===== config.mk =====
export PLATFORM = sky130hd
export DESIGN_NAME = instr_mem_loader_flat
export DESIGN_NICKNAME = d
export VERILOG_FILES = /design/src/rtl/instr_mem_loader_pkg.sv /design/src/rtl/instr_mem_loader_if.sv /design/src/rtl/instr_mem_loader_checksum.sv /design/src/rtl/instr_mem_loader.sv /design/src/flat_wrapper.sv
export SDC_FILE = /design/constraint.sdc
export NUM_CORES = 1
export LEC_CHECK = 0
export ABC_AREA = 1
export CAP_MARGIN = 10
export CORE_UTILIZATION = 60
export DETAILED_ROUTE_END_ITERATION = 8
export PLACE_DENSITY = 0.78
export SETUP_SLACK_MARGIN = 0.02
export SKIP_LAST_GASP = 1
export SLEW_MARGIN = 20
export SYNTH_ARGS = -nofsm -noshare
export SYNTH_HDL_FRONTEND = slang
export SYNTH_HIERARCHICAL = 1
export SYNTH_SLANG_ARGS = --single-unit

===== constraint.sdc =====
create_clock -name clk -period 3.68 [get_ports clk]
set_clock_uncertainty 0.2 [all_clocks]
set_input_delay 0.92 -clock clk [delete_from_list [all_inputs] [get_ports clk]]
set_output_delay 0.92 -clock clk [all_outputs]
set_load 0.1 [all_outputs]

===== src/rtl/instr_mem_loader_pkg.sv =====
// -----------------------------------------------------------------------------
// instr_mem_loader_pkg
// Shared constants for the byte-stream program loader:
//   - memory geometry (word length, cell size, default instruction memory size)
//   - default frame sync marker
//   - FSM state encodings
//   - header validation helpers
// Optional feature macro used by the loader: INSTR_LOADER_CHECKSUM_EN.
// -----------------------------------------------------------------------------
package instr_mem_loader_pkg;

  localparam int WORD_LEN       = 32;
  localparam int MEM_CELL_SIZE  = 8;
  localparam int INSTR_MEM_SIZE = 1024;

  localparam logic [7:0] LOADER_SYNC_BYTE = 8'hA5;

  // Loader FSM states (nine states, so four bits are needed)
  localparam logic [3:0] ST_IDLE = 4'd0;
  localparam logic [3:0] ST_AH   = 4'd1;
  localparam logic [3:0] ST_AL   = 4'd2;
  localparam logic [3:0] ST_CH   = 4'd3;
  localparam logic [3:0] ST_CL   = 4'd4;
  localparam logic [3:0] ST_DATA = 4'd5;
  localparam logic [3:0] ST_CHK  = 4'd6;
  localparam logic [3:0] ST_DONE = 4'd7;
  localparam logic [3:0] ST_ERR  = 4'd8;

  // Decoded frame header
  typedef struct packed {
    logic [15:0] start;
    logic [15:0] count;
  } frame_hdr_t;

  // Start address must be word aligned
  function automatic logic hdr_aligned(input frame_hdr_t hdr);
    return (hdr.start[1:0] == 2'b00);
  endfunction

  // start + 4*count must not exceed the memory; computed wide so it never wraps
  function automatic logic hdr_fits(input frame_hdr_t hdr, input int mem_size);
    logic [18:0] end_v;
    end_v = {3'b000, hdr.start} + {1'b0, hdr.count, 2'b00};
    return (end_v <= 19'(mem_size));
  endfunction

endpackage


===== src/rtl/instr_mem_loader_if.sv =====
// -----------------------------------------------------------------------------
// instr_mem_loader_if
// Bundles the loader's stream handshake and instruction-memory write bus.
//   in_valid/in_data/in_ready : byte stream (valid/ready)
//   mem_we/mem_addr/mem_data  : one-byte-per-cycle memory write
//   cpu_hold/done/err         : core hold and frame status pulses
// Modports: slave (the loader), master (the stream source / observer).
// -----------------------------------------------------------------------------
interface instr_mem_loader_if #(
  parameter int MEM_SIZE = 1024
);
  import instr_mem_loader_pkg::*;

  localparam int ADDR_W = $clog2(MEM_SIZE);

  logic                     in_valid;
  logic [MEM_CELL_SIZE-1:0] in_data;
  logic                     in_ready;
  logic                     mem_we;
  logic [ADDR_W-1:0]        mem_addr;
  logic [MEM_CELL_SIZE-1:0] mem_data;
  logic                     cpu_hold;
  logic                     done;
  logic                     err;

  modport slave (
    input  in_valid, in_data,
    output in_ready, mem_we, mem_addr, mem_data, cpu_hold, done, err
  );

  modport master (
    output in_valid, in_data,
    input  in_ready, mem_we, mem_addr, mem_data, cpu_hold, done, err
  );

endinterface


===== src/rtl/instr_mem_loader_checksum.sv =====
// -----------------------------------------------------------------------------
// loader_checksum
// XOR accumulator over the payload bytes of a frame. Only compiled when
// INSTR_LOADER_CHECKSUM_EN is defined (the loader instantiates it only then).
//   clk, rst : clock, asynchronous active-high reset
//   clr_i    : clear the accumulator (start of a frame)
//   en_i     : fold data_i into the accumulator
//   data_i   : payload byte
//   sum_o    : running XOR
// -----------------------------------------------------------------------------
`ifdef INSTR_LOADER_CHECKSUM_EN
module loader_checksum
  import instr_mem_loader_pkg::*;
(
  input  logic                     clk,
  input  logic                     rst,
  input  logic                     clr_i,
  input  logic                     en_i,
  input  logic [MEM_CELL_SIZE-1:0] data_i,
  output logic [MEM_CELL_SIZE-1:0] sum_o
);

  logic [MEM_CELL_SIZE-1:0] sum_q;

  // Running XOR, cleared at frame start (clear wins over enable)
  always_ff @(posedge clk or posedge rst) begin
    if (rst) begin
      sum_q <= '0;
    end else if (clr_i) begin
      sum_q <= '0;
    end else if (en_i) begin
      sum_q <= sum_q ^ data_i;
    end else begin
      sum_q <= sum_q;
    end
  end

  assign sum_o = sum_q;

endmodule
`endif


===== src/rtl/instr_mem_loader.sv =====
// -----------------------------------------------------------------------------
// instr_mem_loader
// Write side of the byte-addressed, big-endian instruction memory. Parses a
// framed byte stream
//   SYNC, ADDR_HI, ADDR_LO, CNT_HI, CNT_LO, 4*CNT payload bytes [, XOR byte]
// and writes each payload byte to consecutive addresses, one cycle after it
// is accepted. The core is held in reset (cpu_hold) while a frame is active.
// Ports:
//   clk, rst : clock, asynchronous active-high reset
//   bus      : instr_mem_loader_if.slave (stream in, memory write out, status)
// Parameters: MEM_SIZE (bytes, power of 2), SYNC_BYTE (frame start marker).
// Optional feature: INSTR_LOADER_CHECKSUM_EN adds a trailing XOR check byte.
// -----------------------------------------------------------------------------
module instr_mem_loader
  import instr_mem_loader_pkg::*;
#(
  parameter int         MEM_SIZE  = INSTR_MEM_SIZE,
  parameter logic [7:0] SYNC_BYTE = LOADER_SYNC_BYTE
) (
  input logic               clk,
  input logic               rst,
  instr_mem_loader_if.slave bus
);

  localparam int ADDR_W = $clog2(MEM_SIZE);

  // Where the frame goes once the payload (or an empty header) is finished
`ifdef INSTR_LOADER_CHECKSUM_EN
  localparam logic [3:0] ST_END = ST_CHK;
`else
  localparam logic [3:0] ST_END = ST_DONE;
`endif

  logic [3:0]               state_q,    state_d;
  logic [7:0]               addr_hi_q,  addr_hi_d;
  logic [15:0]              start_q,    start_d;
  logic [7:0]               cnt_hi_q,   cnt_hi_d;
  logic [ADDR_W-1:0]        ptr_q,      ptr_d;
  logic [17:0]              left_q,     left_d;
  logic                     in_ready_q, in_ready_d;
  logic                     mem_we_q,   mem_we_d;
  logic [ADDR_W-1:0]        mem_addr_q, mem_addr_d;
  logic [MEM_CELL_SIZE-1:0] mem_data_q, mem_data_d;
  logic                     cpu_hold_q, cpu_hold_d;
  logic                     done_q,     done_d;
  logic                     err_q,      err_d;

  logic       xfer_s;
  frame_hdr_t hdr_s;

  assign xfer_s = bus.in_valid && in_ready_q;
  // Header as it stands when the CL byte is on the bus
  assign hdr_s  = '{start: start_q, count: {cnt_hi_q, bus.in_data}};

`ifdef INSTR_LOADER_CHECKSUM_EN
  logic                     chk_clr_s;
  logic                     chk_en_s;
  logic [MEM_CELL_SIZE-1:0] chk_sum_s;

  assign chk_clr_s = xfer_s && (state_q == ST_IDLE) && (bus.in_data == SYNC_BYTE);
  assign chk_en_s  = xfer_s && (state_q == ST_DATA);

  loader_checksum u_checksum (
    .clk    (clk),
    .rst    (rst),
    .clr_i  (chk_clr_s),
    .en_i   (chk_en_s),
    .data_i (bus.in_data),
    .sum_o  (chk_sum_s)
  );
`endif

  // Next-state, header capture and write-pipeline logic
  always_comb begin
    state_d    = state_q;
    addr_hi_d  = addr_hi_q;
    start_d    = start_q;
    cnt_hi_d   = cnt_hi_q;
    ptr_d      = ptr_q;
    left_d     = left_q;
    mem_we_d   = 1'b0;
    mem_addr_d = mem_addr_q;
    mem_data_d = mem_data_q;

    case (state_q)
      ST_IDLE: begin
        // Anything other than the sync marker is consumed and dropped
        if (xfer_s && (bus.in_data == SYNC_BYTE)) begin
          state_d = ST_AH;
        end else begin
          state_d = ST_IDLE;
        end
      end
      ST_AH: begin
        if (xfer_s) begin
          addr_hi_d = bus.in_data;
          state_d   = ST_AL;
        end else begin
          state_d   = ST_AH;
        end
      end
      ST_AL: begin
        if (xfer_s) begin
          start_d = {addr_hi_q, bus.in_data};
          state_d = ST_CH;
        end else begin
          state_d = ST_AL;
        end
      end
      ST_CH: begin
        if (xfer_s) begin
          cnt_hi_d = bus.in_data;
          state_d  = ST_CL;
        end else begin
          state_d  = ST_CH;
        end
      end
      ST_CL: begin
        if (xfer_s) begin
          if (!hdr_aligned(hdr_s) || !hdr_fits(hdr_s, MEM_SIZE)) begin
            state_d = ST_ERR;
          end else if (hdr_s.count == 16'd0) begin
            state_d = ST_END;
          end else begin
            ptr_d   = hdr_s.start[ADDR_W-1:0];
            left_d  = {hdr_s.count, 2'b00};
            state_d = ST_DATA;
          end
        end else begin
          state_d = ST_CL;
        end
      end
      ST_DATA: begin
        // Registered write: appears on the bus the cycle after acceptance
        if (xfer_s) begin
          mem_we_d   = 1'b1;
          mem_addr_d = ptr_q;
          mem_data_d = bus.in_data;
          ptr_d      = ptr_q + {{(ADDR_W-1){1'b0}}, 1'b1};
          left_d     = left_q - 18'd1;
          if (left_q == 18'd1) begin
            state_d = ST_END;
          end else begin
            state_d = ST_DATA;
          end
        end else begin
          state_d = ST_DATA;
        end
      end
`ifdef INSTR_LOADER_CHECKSUM_EN
      ST_CHK: begin
        if (xfer_s) begin
          if (bus.in_data == chk_sum_s) begin
            state_d = ST_DONE;
          end else begin
            state_d = ST_ERR;
          end
        end else begin
          state_d = ST_CHK;
        end
      end
`endif
      ST_DONE: begin
        state_d = ST_IDLE;
      end
      ST_ERR: begin
        state_d = ST_IDLE;
      end
      default: begin
        state_d = ST_IDLE;
      end
    endcase
  end

  // Status outputs are registered copies decoded from the next state
  always_comb begin
    in_ready_d = (state_d != ST_DONE) && (state_d != ST_ERR);
    cpu_hold_d = (state_d != ST_IDLE) && (state_d != ST_DONE) && (state_d != ST_ERR);
    done_d     = (state_d == ST_DONE);
    err_d      = (state_d == ST_ERR);
  end

  // State, header and output registers
  always_ff @(posedge clk or posedge rst) begin
    if (rst) begin
      state_q    <= ST_IDLE;
      addr_hi_q  <= 8'h00;
      start_q    <= 16'h0000;
      cnt_hi_q   <= 8'h00;
      ptr_q      <= '0;
      left_q     <= 18'd0;
      in_ready_q <= 1'b0;
      mem_we_q   <= 1'b0;
      mem_addr_q <= '0;
      mem_data_q <= '0;
      cpu_hold_q <= 1'b0;
      done_q     <= 1'b0;
      err_q      <= 1'b0;
    end else begin
      state_q    <= state_d;
      addr_hi_q  <= addr_hi_d;
      start_q    <= start_d;
      cnt_hi_q   <= cnt_hi_d;
      ptr_q      <= ptr_d;
      left_q     <= left_d;
      in_ready_q <= in_ready_d;
      mem_we_q   <= mem_we_d;
      mem_addr_q <= mem_addr_d;
      mem_data_q <= mem_data_d;
      cpu_hold_q <= cpu_hold_d;
      done_q     <= done_d;
      err_q      <= err_d;
    end
  end

  assign bus.in_ready = in_ready_q;
  assign bus.mem_we   = mem_we_q;
  assign bus.mem_addr = mem_addr_q;
  assign bus.mem_data = mem_data_q;
  assign bus.cpu_hold = cpu_hold_q;
  assign bus.done     = done_q;
  assign bus.err      = err_q;

endmodule

===== src/flat_wrapper.sv =====
// flat-port wrapper written by rule: the top's interface ports become plain ports
module instr_mem_loader_flat import instr_mem_loader_pkg::*;
#(
  parameter int         MEM_SIZE  = INSTR_MEM_SIZE,
  parameter logic [7:0] SYNC_BYTE = LOADER_SYNC_BYTE
)
  (clk, rst, bus_in_valid, bus_in_data, bus_in_ready, bus_mem_we, bus_mem_addr, bus_mem_data, bus_cpu_hold, bus_done, bus_err);
  instr_mem_loader_if #(.MEM_SIZE(MEM_SIZE)) bus_i ();
  input logic clk;
  input logic rst;
  input wire logic [$bits(bus_i.in_valid)-1:0] bus_in_valid;
  input wire logic [$bits(bus_i.in_data)-1:0] bus_in_data;
  output wire logic [$bits(bus_i.in_ready)-1:0] bus_in_ready;
  output wire logic [$bits(bus_i.mem_we)-1:0] bus_mem_we;
  output wire logic [$bits(bus_i.mem_addr)-1:0] bus_mem_addr;
  output wire logic [$bits(bus_i.mem_data)-1:0] bus_mem_data;
  output wire logic [$bits(bus_i.cpu_hold)-1:0] bus_cpu_hold;
  output wire logic [$bits(bus_i.done)-1:0] bus_done;
  output wire logic [$bits(bus_i.err)-1:0] bus_err;
  assign bus_i.in_valid = bus_in_valid;
  assign bus_i.in_data = bus_in_data;
  assign bus_in_ready = bus_i.in_ready;
  assign bus_mem_we = bus_i.mem_we;
  assign bus_mem_addr = bus_i.mem_addr;
  assign bus_mem_data = bus_i.mem_data;
  assign bus_cpu_hold = bus_i.cpu_hold;
  assign bus_done = bus_i.done;
  assign bus_err = bus_i.err;
  instr_mem_loader #(.MEM_SIZE(MEM_SIZE), .SYNC_BYTE(SYNC_BYTE)) u_core (.clk(clk), .rst(rst), .bus(bus_i));
endmodule

==> impl_metrics.env, run 1 <==
export IMPL_timing_final_ws_setup_ps=247
export IMPL_mostFrequentLayoutCell="nand2_1"
export IMPL_fin_crit_ps=3430
export IMPL_drtPass1Iterations=5
export IMPL_max_stage_delay_ps=590
export IMPL_setup_tns_ps=0
export IMPL_numPortBuffers=33
export IMPL_hold_viol=0
export IMPL_crit_path_frequent_cell="nand2_1"
export IMPL_period_share_pct=93.3
export IMPL_die_height_um=95.5
export IMPL_grt_pass1_wl_um=21100
export IMPL_hold_depth=2
export IMPL_synth_seq_cells=87
export IMPL_powerDensity_nw_per_um2=886
export IMPL_final_nets=793
export IMPL_rsz0062_at_grt="no"
export IMPL_antenna_found_initial=0
export IMPL_hp_class="flip-flop to flip-flop"
export IMPL_cp_end_kind="flip-flop"
export IMPL_drive_gt1_share_pct=17.0
export IMPL_grt_pass1_vias=4613
export IMPL_gp_congestion=0.895
export IMPL_worst_pin_slew_ps=695
export IMPL_dp_worst_setup_slack_ps=-382
export IMPL_start_kind="primary input"
export IMPL_start_util_pct=62.9
export IMPL_diodes=0
export IMPL_leakage_nw=3.20
export IMPL_clk_pin_slew_ps=90
export IMPL_critical_path_class="primary input to flip-flop"
export IMPL_vias=4835
export IMPL_drc=0
export IMPL_overflow=0
export IMPL_ctsResizeCount=0
export IMPL_ant_nets=0
export IMPL_final_cells=874
export IMPL_h_tree_depth=3
export IMPL_ff2ff_path_depth=16
export IMPL_viasPerCell=5.53
export IMPL_fp_coreArea_um2=8340
export IMPL_min_to="u_core/start_q[12]"
export IMPL_avgRoutedWirePerCell_um=14.8
export IMPL_r2r_start="u_core/start_q[2]"
export IMPL_cts_buffers=9
export IMPL_rows=33
export IMPL_cp_slowest_cell="clkdlybuf4s50_1"
export IMPL_clk_latency_ps=350
export IMPL_fmax_mhz=291
export IMPL_reg2reg_slack_ps=680
export IMPL_grt_start_max_net_pins=88
export IMPL_min_from="u_core/addr_hi_q[4]"
export IMPL_mostFrequentLayoutCells="nand2_1 (209), inv_1 (89), dfrtp_1 (87)"
export IMPL_synth_avg_cell_area_um2=7.43
export IMPL_totalWireLength_um=13000
export IMPL_area_delta_synth_final_pct=16.1
export IMPL_ios=34
export IMPL_postCtsHoldBufs=0
export IMPL_postCtsSetupBuffers=0
export IMPL_worstPathArrival_ps=3480
export IMPL_yosys_cell_types_count=38
export IMPL_drv_slew=0
export IMPL_r2r_end="u_core/ptr_q[0]"
export IMPL_cts_buffer_depth=2
export IMPL_cts_sinks=87
export IMPL_die_w_um=95.5
export IMPL_ys_seq_area_share_pct=41.5
export IMPL_cp_required_ps=3720
export IMPL_cp_max_fo=17
export IMPL_clockRootBuffer="clkbuf_8"
export IMPL_cap_violations=0
export IMPL_synth_nets=736
export IMPL_path_buf_inv=3
export IMPL_cp_top_family="simple AND/OR/NAND/NOR gates"
export IMPL_synth_area_um2=5250
export IMPL_slew_headroom_pct=53.6
export IMPL_status="finished, final reports clean"
export IMPL_grt_use_total_pct=30.4
export IMPL_ir_drop_mv=0.719
export IMPL_drt_initial_drc_count=301
export IMPL_final_core_util_pct=73.1
export IMPL_cts_tree="built"
export IMPL_crit_chain="clkdlybuf4s50_1 -> ha_4 -> buf_4 -> nand2_1 -> nand2_1 -> nand2_1 -> nand2_1 -> nand2_1 -> nand3_1 -> nand2_1 -> nand2_1 -> nor2_1 -> nand2_1 -> nor2_2 -> nand3_2 -> o21ai_2 -> nand2_4 -> clkbuf_16 -> nand2_2 -> o21ai_2"
export IMPL_yosysWarnings=6
export IMPL_dp_cells=857
export IMPL_synthCells=707
export IMPL_setup_viol=0
export IMPL_die_area_um2=9130
export IMPL_hpwlAfterDp_um=9620
## worst register-to-register path, stage by stage, from the launching register on
cell,delay [ps]
dfrtp_1,430
ha_2,220
fa_2,350
or2_2,300
a21oi_1,140
nand3_1,100
nor2_1,90
nand2_1,80
nand2_1,80
nand2_1,70
nor2_2,100
nand3_2,80
o21ai_2,180
nand2_4,130
clkbuf_16,230
nand2_2,70
o21ai_2,40
## registers in the layout, summed over array words and instances (netlist names)
| signal | count |
|---|---|
| u_core/addr_hi_q | 8 |
| u_core/bus.cpu_hold | 1 |
| u_core/bus.done | 1 |
| u_core/bus.err | 1 |
| u_core/bus.in_ready | 1 |
| u_core/bus.mem_addr | 10 |
| u_core/bus.mem_data | 8 |
| u_core/bus.mem_we | 1 |
| u_core/cnt_hi_q | 8 |
| u_core/left_q | 18 |
| u_core/ptr_q | 10 |
| u_core/start_q | 16 |
| u_core/state_q | 4 |
## worst max path at each step
stage / start / to / slack, ps / cells past startpoint
floorplan: rst / u_core/addr_hi_q[0] / 310 / 1
global placement: bus_in_data[0] / u_core/bus.cpu_hold / -260 / 17
detailed placement: bus_in_data[0] / u_core/bus.cpu_hold / -380 / 17
CTS: bus_in_data[0] / u_core/bus.cpu_hold / 30 / 17
global route: bus_in_data[2] / u_core/left_q[15] / 8 / 19
finish: bus_in_data[2] / u_core/ptr_q[0] / 250 / 20
## metrics by stage
step	hold WS [ps]	cell area, um^2	total power [W]
after floorplan	242	5250	0.00392
after global placement	248	5810	0.00458
after detailed placement	253	5810	0.00468
after CTS	273	6000	0.00533
after global routing	315	6090	0.00581
final	272	6090	0.00540
## report_power, final
group,internal (W),switching (W)
logic,0.000979,0.00206
clock network,0.000287,0.000353
registers,0.00134,0.000386
total,0.00261,0.00279
## layer usage
layer	part of all wire, %	wire length (um)	vias to the layer above	global-route usage, %
li1	-	-	2390	-
met1	45	5840	2286	41.0
met2	48	6240	142	51.4
met3	5.3	684	17	3.19
met4	1.5	195	0	10.3
met5	0	0	-	0
## final cells by class
type                    count  area (um^2)
flip-flops and latches     87         2180
repair buffers             63          564
fillers                   679         2250
inverters                  94          357
clock buffers              11          151
clock inverters             5         38.8
well taps                 105          131
multi-input cells         509         2680
## cell families after synthesis
group	after synthesis	synth area share [%]
mux	7	1.33
buf+inv	111	8.65
xor+xnor	9	1.50
fa+ha+maj	18	4.43
flops	87	41.5
simple gates	356	29.2
compound gates	119	13.4
## cells in the mapped netlist (all sizes together)
library cell,count,area [um^2]
a21boi,1,7.51
a21oi,17,85.1
a2bb2oi,4,35.0
a311oi,1,8.76
a31o,1,8.76
a31oi,2,12.5
and2,2,12.5
buf,6,60.1
clkbuf,11,41.3
clkinv,1,3.75
dfrtp,87,2180
fa,1,20.0
ha,17,213
inv,93,349
mux2i,7,70.1
nand2,226,888
nand3,40,220
nand4,10,62.6
nor2,56,220
nor3,13,70.1
nor4,5,31.3
o211ai,1,7.51
o21ai,87,503
o21bai,1,7.51
o22ai,1,6.26
o31ai,3,22.5
or2,4,27.5
xor2,9,78.8
No activity file was read; power rests on OpenSTA's default activity.
==> inputs of run 2 (changes only) <==
- SKIP_CTS_REPAIR_TIMING: default -> 1
==> results of run 2 <==
No change in the layout: final DEF, timing and power equal those of run 1.
